**src/rtl/seq_div.sv**
```systemverilog
// Sequential unsigned restoring divider: one quotient bit per clock, start/ready handshake.
// state | meaning
// IDLE  | waiting for en
// BUSY  | shifting/subtracting, one quotient bit per edge
// DONE  | result registered, data_rdy high for this cycle
module seq_div #(
   parameter int N     = 256,
   parameter int CNT_W = $clog2(N + 1)
) (
   input  logic         clk,
   input  logic         rst,
   input  logic         en,
   input  logic [N-1:0] a,
   input  logic [N-1:0] b,
   output logic [N-1:0] quot,
   output logic [N-1:0] rem,
   output logic         busy,
   output logic         data_rdy,
   output logic         div_zero
);

   typedef enum logic [1:0] {
      IDLE = 2'd0,
      BUSY = 2'd1,
      DONE = 2'd2
   } state_t;

   localparam logic [CNT_W-1:0] CNT_INIT = CNT_W'(N);
   localparam logic [CNT_W-1:0] CNT_ONE  = CNT_W'(1);

   state_t           r_state;
   logic [N-1:0]     r_q;
   logic [N:0]       r_r;
   logic [N-1:0]     r_d;
   logic [CNT_W-1:0] r_cnt;
   logic [N-1:0]     r_quot;
   logic [N-1:0]     r_rem;
   logic             r_busy;
   logic             r_data_rdy;
   logic             r_div_zero;

   logic [N:0]       w_s;
   logic [N:0]       w_t;
   logic [N-1:0]     w_q_nxt;
   logic [N:0]       w_r_nxt;

   // A clear borrow bit means the divisor fit: keep the difference, shift in a 1.
   always_comb begin
      w_s     = {r_r[N-1:0], r_q[N-1]};
      w_t     = w_s - {1'b0, r_d};
      w_q_nxt = {r_q[N-2:0], ~w_t[N]};
      w_r_nxt = w_t[N] ? w_s : w_t;
   end

   always_ff @(posedge clk or posedge rst) begin
      if (rst) begin
         r_state    <= IDLE;
         r_q        <= '0;
         r_r        <= '0;
         r_d        <= '0;
         r_cnt      <= '0;
         r_quot     <= '0;
         r_rem      <= '0;
         r_busy     <= 1'b0;
         r_data_rdy <= 1'b0;
         r_div_zero <= 1'b0;
      end else begin
         r_data_rdy <= 1'b0;
         if (en) begin
            r_d        <= b;
            r_q        <= a;
            r_r        <= '0;
            r_cnt      <= CNT_INIT;
            r_div_zero <= 1'b0;
            if (b == '0) begin
               // Divide by zero lands its result immediately, no iteration.
               r_state    <= DONE;
               r_busy     <= 1'b0;
               r_quot     <= '1;
               r_rem      <= a;
               r_div_zero <= 1'b1;
               r_data_rdy <= 1'b1;
            end else begin
               r_state <= BUSY;
               r_busy  <= 1'b1;
            end
         end else begin
            case (r_state)
               IDLE: begin
                  r_busy <= 1'b0;
               end
               BUSY: begin
                  r_q   <= w_q_nxt;
                  r_r   <= w_r_nxt;
                  r_cnt <= r_cnt - CNT_ONE;
                  if (r_cnt == CNT_ONE) begin
                     r_state    <= DONE;
                     r_busy     <= 1'b0;
                     r_quot     <= w_q_nxt;
                     r_rem      <= w_r_nxt[N-1:0];
                     r_data_rdy <= 1'b1;
                  end
               end
               DONE: begin
                  r_state <= IDLE;
                  r_busy  <= 1'b0;
               end
               default: begin
                  r_state <= IDLE;
                  r_busy  <= 1'b0;
               end
            endcase
         end
      end
   end

   assign quot     = r_quot;
   assign rem      = r_rem;
   assign busy     = r_busy;
   assign data_rdy = r_data_rdy;
   assign div_zero = r_div_zero;

endmodule

```
**config.mk**
```make
export PLATFORM = sky130hd
export DESIGN_NAME = seq_div
export DESIGN_NICKNAME = d
export VERILOG_FILES = /design/src/rtl/seq_div.sv
export SDC_FILE = /design/constraint.sdc
export NUM_CORES = 2
export LEC_CHECK = 0
export CAP_MARGIN = 15
export CORE_MARGIN = 3
export CORE_UTILIZATION = 47
export CTS_BUF_LIST = sky130_fd_sc_hd__clkbuf_4
export DETAILED_ROUTE_END_ITERATION = 8
export PLACE_DENSITY = 0.68
export RECOVER_POWER = 25
export SLEW_MARGIN = 20
export SYNTH_ARGS = -nofsm -noshare
export SYNTH_HDL_FRONTEND = slang
export SYNTH_SLANG_ARGS = --single-unit
```
**constraint.sdc**
```tcl
create_clock -name clk -period 47.2 [get_ports clk]
set_input_delay 4.72 -clock clk [delete_from_list [all_inputs] [get_ports clk]]
set_output_delay 4.72 -clock clk [all_outputs]
set_load 0.03 [all_outputs]
```
# Word-level counts from Yosys, hierarchy flattened
# Index checks and enable logic that the tools add are counted.
word_totals:
  regBits: 1294
  inputBits: 515
  output_inout_bits: 515
  elab_cells: 51
classes:
  n_addsub: 2
  eq_ne: 5
  mux: 27
  bitwise: 1
  n_reduce_logical: 6
op_table:
  columns: ["cell", "count"]
  rows:
  - ["2-to-1 mux 256 bit", 13]
  - ["subtractor 257 x 256 -> 257 bit", 1]
  - ["logical NOT 256 bit", 1]
  - ["2-to-1 mux 9 bit", 2]
  - ["equality test 9 x 1 -> 1 bit (second input constant)", 1]
  - ["subtractor 9 x 1 -> 9 bit (second input constant)", 1]
  - ["2-to-1 mux 1 bit", 8]
  - ["2-to-1 mux 2 bit", 3]
  - ["case mux 2 bit (2 select lines)", 1]
  - ["nonzero test 2 bit", 2]
  - ["!= test 3 bit (second input constant)", 1]
  - ["AND reduction 3 bit", 1]
  - ["equality test 2 x 1 -> 1 bit (second input constant)", 1]
  - ["logical NOT 2 bit", 1]
  - ["!= test 2 x 1 -> 1 bit (second input constant)", 1]
  - ["!= test 2 bit (second input constant)", 1]
  - ["AND reduction 2 bit", 1]
  - ["inverter 1 bit", 1]

# Logic depth before layout (Yosys ltp)
depth:
  word_depth: 5
  ltp_mapped: 21

# Worst setup path after synthesis
# No wires, ideal clock.
synth_path:
  kind: "in2reg"
  from: "input b[200]"
  to: "register r_rem[113] (netlist: rem[113])"
  arrival_ns: 7.073
  required_ns: 47.075
  setup_slack_ns: 40.002
  path_stages: 10
  n_path_buf: 3
  cell_sequence: "nor4_1 > nand4_1 > nor4_1 > a41oi_1 > or2_2 > clkbuf_1 > inv_1 > clkbuf_1 > clkbuf_1 > mux2_2"
synth_via:
  elab_chain_cells: 3
synth_rtl:
  columns: ["item", "line", "rtl"]
  rows:
  - ["from (decl)", "14", "input logic [N-1:0] b,"]
  - ["logical NOT 256 bit", "75", "if (b == '0) begin"]
  - ["!= test 2 x 1 -> 1 bit (no line)", null, null]
  - ["AND reduction 3 bit (no line)", null, null]
  - ["to (signal assigned)", "100", "r_rem <= w_r_nxt[N-1:0];"]
  - ["to (decl)", "37", "logic [N-1:0] r_rem;"]
# No other way between the ends.
# A chain may end at the register's enable or synchronous reset.

# Worst setup path in the final report
layout_path:
  from: "input en"
  to: "register r_rem[211] (netlist: rem[211])"
layout_via:
  elab_chain_cells: 2
  word_cells_on_any_way: 5
  cone_classes: "eq/ne: 1; mux: 1; reduce/logical: 3"
layout_rtl:
  columns: ["item", "line", "rtl"]
  rows:
  - ["from (decl)", "12", "input logic en,"]
  - ["!= test 2 x 1 -> 1 bit (no line) / nonzero test 2 bit (equally long branches)", null, null]
  - ["AND reduction 3 bit (no line)", null, null]
# Parallel ways exist; a longest one is shown, timed or not.

==> summary.md <==
| Metric | Value |
|---|---|
| Status | complete, but fails checks |
| Failing checks | max-capacitance violations, max-slew violations |
| Max cap viols | 23 |
| Final Skew | 0.1540 ns |
| Post-CTS Hold Fix Bufs | 0 |
| Buf/Inv on CP | 4 |
| Final hold vios | 0 |
| DR pass1 iterations | 6 |
| Yosys warns | 0 |
| Period utilisation layout | 40.94% |
| CTS tree | yes |
| Max clock buf depth | 4 |
| Area grow syn2layout | 21.13% |
| Max-slew violations | 1989 |
| Worst R2R Start | r_q[255] |
| Residual DRC count | 0 |
| First-pass GRT wire length | 462900 um |
| Core Box Area | 155100 sq um |
| Die W | 402.7 um |
| Max stage delay on crit path | 4.61 ns |
| ANT nets after route | 0 |
| FF+latch area | 32380 sq um |
| Achievable Freq | 0.05175 GHz |
| Largest net degree at the start of global routing | 196 |
| Die ar. | 162100 sq um |
| Total track usage | 37.56% |
| Fin crit period | 19.32 ns |
| RR Endpoint | rem[30] |
| Multi-input gate area | 38020 sq um |
| Most Frequent Cell on Critical Path | clkbuf_1 |
| Clock slew at reported path FFs | 0.06 ns |
| Seq pwr share | 33.2% |
| Mapped cell area | 73950 sq um |
| Comb power frac | 43.0% |
| IO buf count | 1029 |
| Initial DRC count | 7143 |
| Num CTS Buffers | 360 |
| Grt ovf | 0 |
| Synthesized flop and latch total | 1294 |
| Final HPWL DP | 242200 um |
| CTS sink cnt | 1294 |
| Net switching power | 0.001844 W |
| CP max FO | 174 |
| Drt wl/cell | 25.23 um |
| Total number of vias | 74350 |
| Post-synth top area cell | dfrtp_1 |
| Slew HR | -429.8% |
| Cells after synthesis | 9262 |
| Die height | 402.7 um |
| Switch share | 43.37% |
| FF-to-FF path depth | 21 |
| Critical path endpoint | rem[211] |
| Postcts setup bufs | 0 |
| WL final | 314100 um |
| Crit end category | flip-flop |
| Final Power | 0.004251 W |
| Post-synth EDFFs | 0 |
| Slowest CP cell | clkinvlp_2 |
| Clock root cell | clkbuf_4 |
| Mapped Nets | 10040 |
| Vias in the first global route | 71390 |
| # rows | 144 |
| Pwr dens | 47.46 nW/um^2 |
| CP Launch Point | en |
| Pleak | 40.17 nW |
| GPL Wtd Cong | 1.029 |
| Top post-synthesis cells by area | dfrtp_1, nand2_1, o21ai_0 |
| Io pins | 1030 |
| Yosys cell types | 82 |
| Reg2reg setup slack | 38.01 ns |
| Clk network pwr share | 23.8% |
| Slew @ Worst Pin | 7.946 ns |
| CP required | 48.35 ns |
| RSZ-0062 raised after global routing | no |
| Fraction of registers with async set/reset | 100.0% |
| Peak VDD IR | 0.02655 mV |
| Syn_area_per_cell | 7.984 sq um |
| DR vias/cell | 5.971 |
| Worst skew pair latency | 1.34 ns |
| WHS Path Cells | 2 |
| Share of layout cells above drive strength 1 | 6.808% |
| CP delay by family, top | buffers and inverters |
| Top cell type's share of synthesized area | 43.79% |
| Register area share after synthesis | 43.79% |
| Worst hold slack | 0.4408 ns |
| Setup_tns | 0 ns |
| Final #Nets | 10900 |
| Critical Path AT | 20.47 ns |
| Cell count along the critical path | 7 |
| Internal power | 0.002407 W |
| Critical Path Source Type | input port |
| Post-CTS Resized | 0 |
| Final-layout fill cell count | 14470 |
| Initial antenna violation count | 53 |
| Setup violators final | 0 |
| Critical path type | input port to flip-flop |
| Top_reg_cell synth | dfrtp_1 |
| Initial Util | 47.67% |
| H-tree depth | 5 |
| Crit-path cells | clkbuf_1 -> clkinvlp_2 -> clkbuf_1 -> clkbuf_1 -> nor2_1 -> a21oi_1 -> mux2_2 |
| Min-Delay Path Class | flip-flop to flip-flop |
==> layout make-up <==
cell class                 count  area share [%]
antenna                       37          0.1034
sequential                  1294           36.15
clock inverter                80          0.4568
clock buffer                 524           4.392
multi-input combinational   7008           42.45
tap                         2044           2.855
timing repair buffer        1110           12.10
inverter                     354           1.495
==> worst min path at each step <==
| stage | startpoint | slack (ns) | to |
|---|---|---|---|
| 2_1_floorplan | r_r[208] | 0.47 | r_r[208] |
| 3_3_place_gp | quot[139] | 0.45 | quot[139] |
| 3_5_place_dp | quot[30] | 0.45 | quot[30] |
| 4_1_cts | r_q[117] | 0.44 | quot[118] |
| 5_1_grt | quot[160] | 0.48 | quot[160] |
| 6_report | r_q[117] | 0.44 | quot[118] |
==> Yosys cell counts, types with 88 or more instances <==
cell         n
nand2_1   2056
xnor2_1    156
clkbuf_1   543
xor2_1      96
dfrtp_1   1294
nor2_1     955
a21oi_1    834
a211oi_1   235
a21o_1     134
a31oi_1    278
o21bai_1    88
nand4_1    170
nor4_1     101
o21ai_0    961
ha_1       258
inv_1      353
==> sequential cells by signal, summed over array words and instances, names as in the netlist <==
name	count
data_rdy	1
r_r	256
rem	256
r_state	2
div_zero	1
r_q	256
busy	1
quot	256
r_d	256
r_cnt	9
==> logic make-up after synthesis <==
logic type,after synthesis,share of synthesized area [%]
muxes,109,1.524
xor gates and xnor gates,253,3.007
AOI/OAI and AO/OA,2849,22.76
adders and majority gates,259,4.392
buffers and inverters,960,4.924
and+or+nand+nor,3538,19.60
DFF,1294,43.79
==> power by group through the flow <==
stage / clock [W] / sequential, W / combinational, W
2_1_floorplan: 0 / 0.00156 / 0.000926
3_5_place_dp: 0 / 0.00142 / 0.00180
5_1_grt: 0.00109 / 0.00143 / 0.00195
6_report: 0.00101 / 0.00141 / 0.00183
3_3_place_gp: 0 / 0.00142 / 0.00179
4_1_cts: 0.00103 / 0.00141 / 0.00180
==> placed cells by master, fill, tap and decap left out, types with 20 or more instances in the layout <==
| cell type | count |
|---|---|
| nand2_1 | 2056 |
| dfrtp_1 | 1294 |
| clkdlybuf4s50_1 | 1027 |
| o21ai_0 | 961 |
| nor2_1 | 953 |
| a21oi_1 | 834 |
| clkbuf_4 | 524 |
| inv_1 | 350 |
| a31oi_1 | 278 |
| ha_1 | 258 |
| a211oi_1 | 233 |
| nand4_1 | 170 |
| xnor2_1 | 156 |
| a21o_1 | 134 |
| nor4_1 | 96 |
| xor2_1 | 96 |
| o21bai_1 | 88 |
| mux2i_1 | 80 |
| nor3_1 | 68 |
| buf_4 | 60 |
| clkinv_1 | 56 |
| nand3_1 | 48 |
| o31ai_1 | 47 |
| o21a_1 | 40 |
| diode_2 | 37 |
| mux2_2 | 29 |
| or3_1 | 28 |
| a221oi_1 | 27 |
| a21boi_0 | 24 |
| nand2b_1 | 22 |
| o211ai_1 | 22 |
| clkbuf_1 | 21 |
| o221ai_1 | 20 |
==> per-stage QoR <==
| stage | instance area [sq um] | worst slack, ns | std cells | util [%] |
|---|---|---|---|---|
| after floorplan | 73950 | 6.008 | 9262 | - |
| after global placement | 85220 | 35.39 | 11810 | 54.94 |
| after detailed placement | 85270 | 35.96 | 11810 | 54.97 |
| after CTS | 89620 | 37.33 | 12410 | 57.77 |
| after global routing | 89550 | 27.24 | 12440 | 57.73 |
| final | 89580 | 27.88 | 12450 | 57.74 |
==> worst reg2reg max path, cell delays in order (launching register included) <==
cell and delay [ns]:
dfrtp_1 0.35, inv_1 0.06, ha_1 0.23, fa_1 0.41
nand2b_1 0.19, a21oi_1 0.27, o21ai_0 0.31, a211oi_1 0.62
nor2_1 0.27, o31ai_1 0.73, a31oi_1 0.19, buf_4 0.21
o31ai_1 0.55, a31oi_1 0.58, o31ai_2 0.57, xnor2_4 0.17
buf_4 0.62, buf_4 0.75, buf_4 0.71, o21ai_0 0.40
a21boi_0 0.67, o21ai_0 0.18
==> per-layer routing <==
layer  up-vias  GRT usage, %  wire [um]
li1      34090             -          -
met1     36120         48.06     126100
met2      3369         60.00     144900
met3       739         7.831      24380
met4        28         19.89      18500
met5         -             0        180
Power figures use the tool's default switching activity.
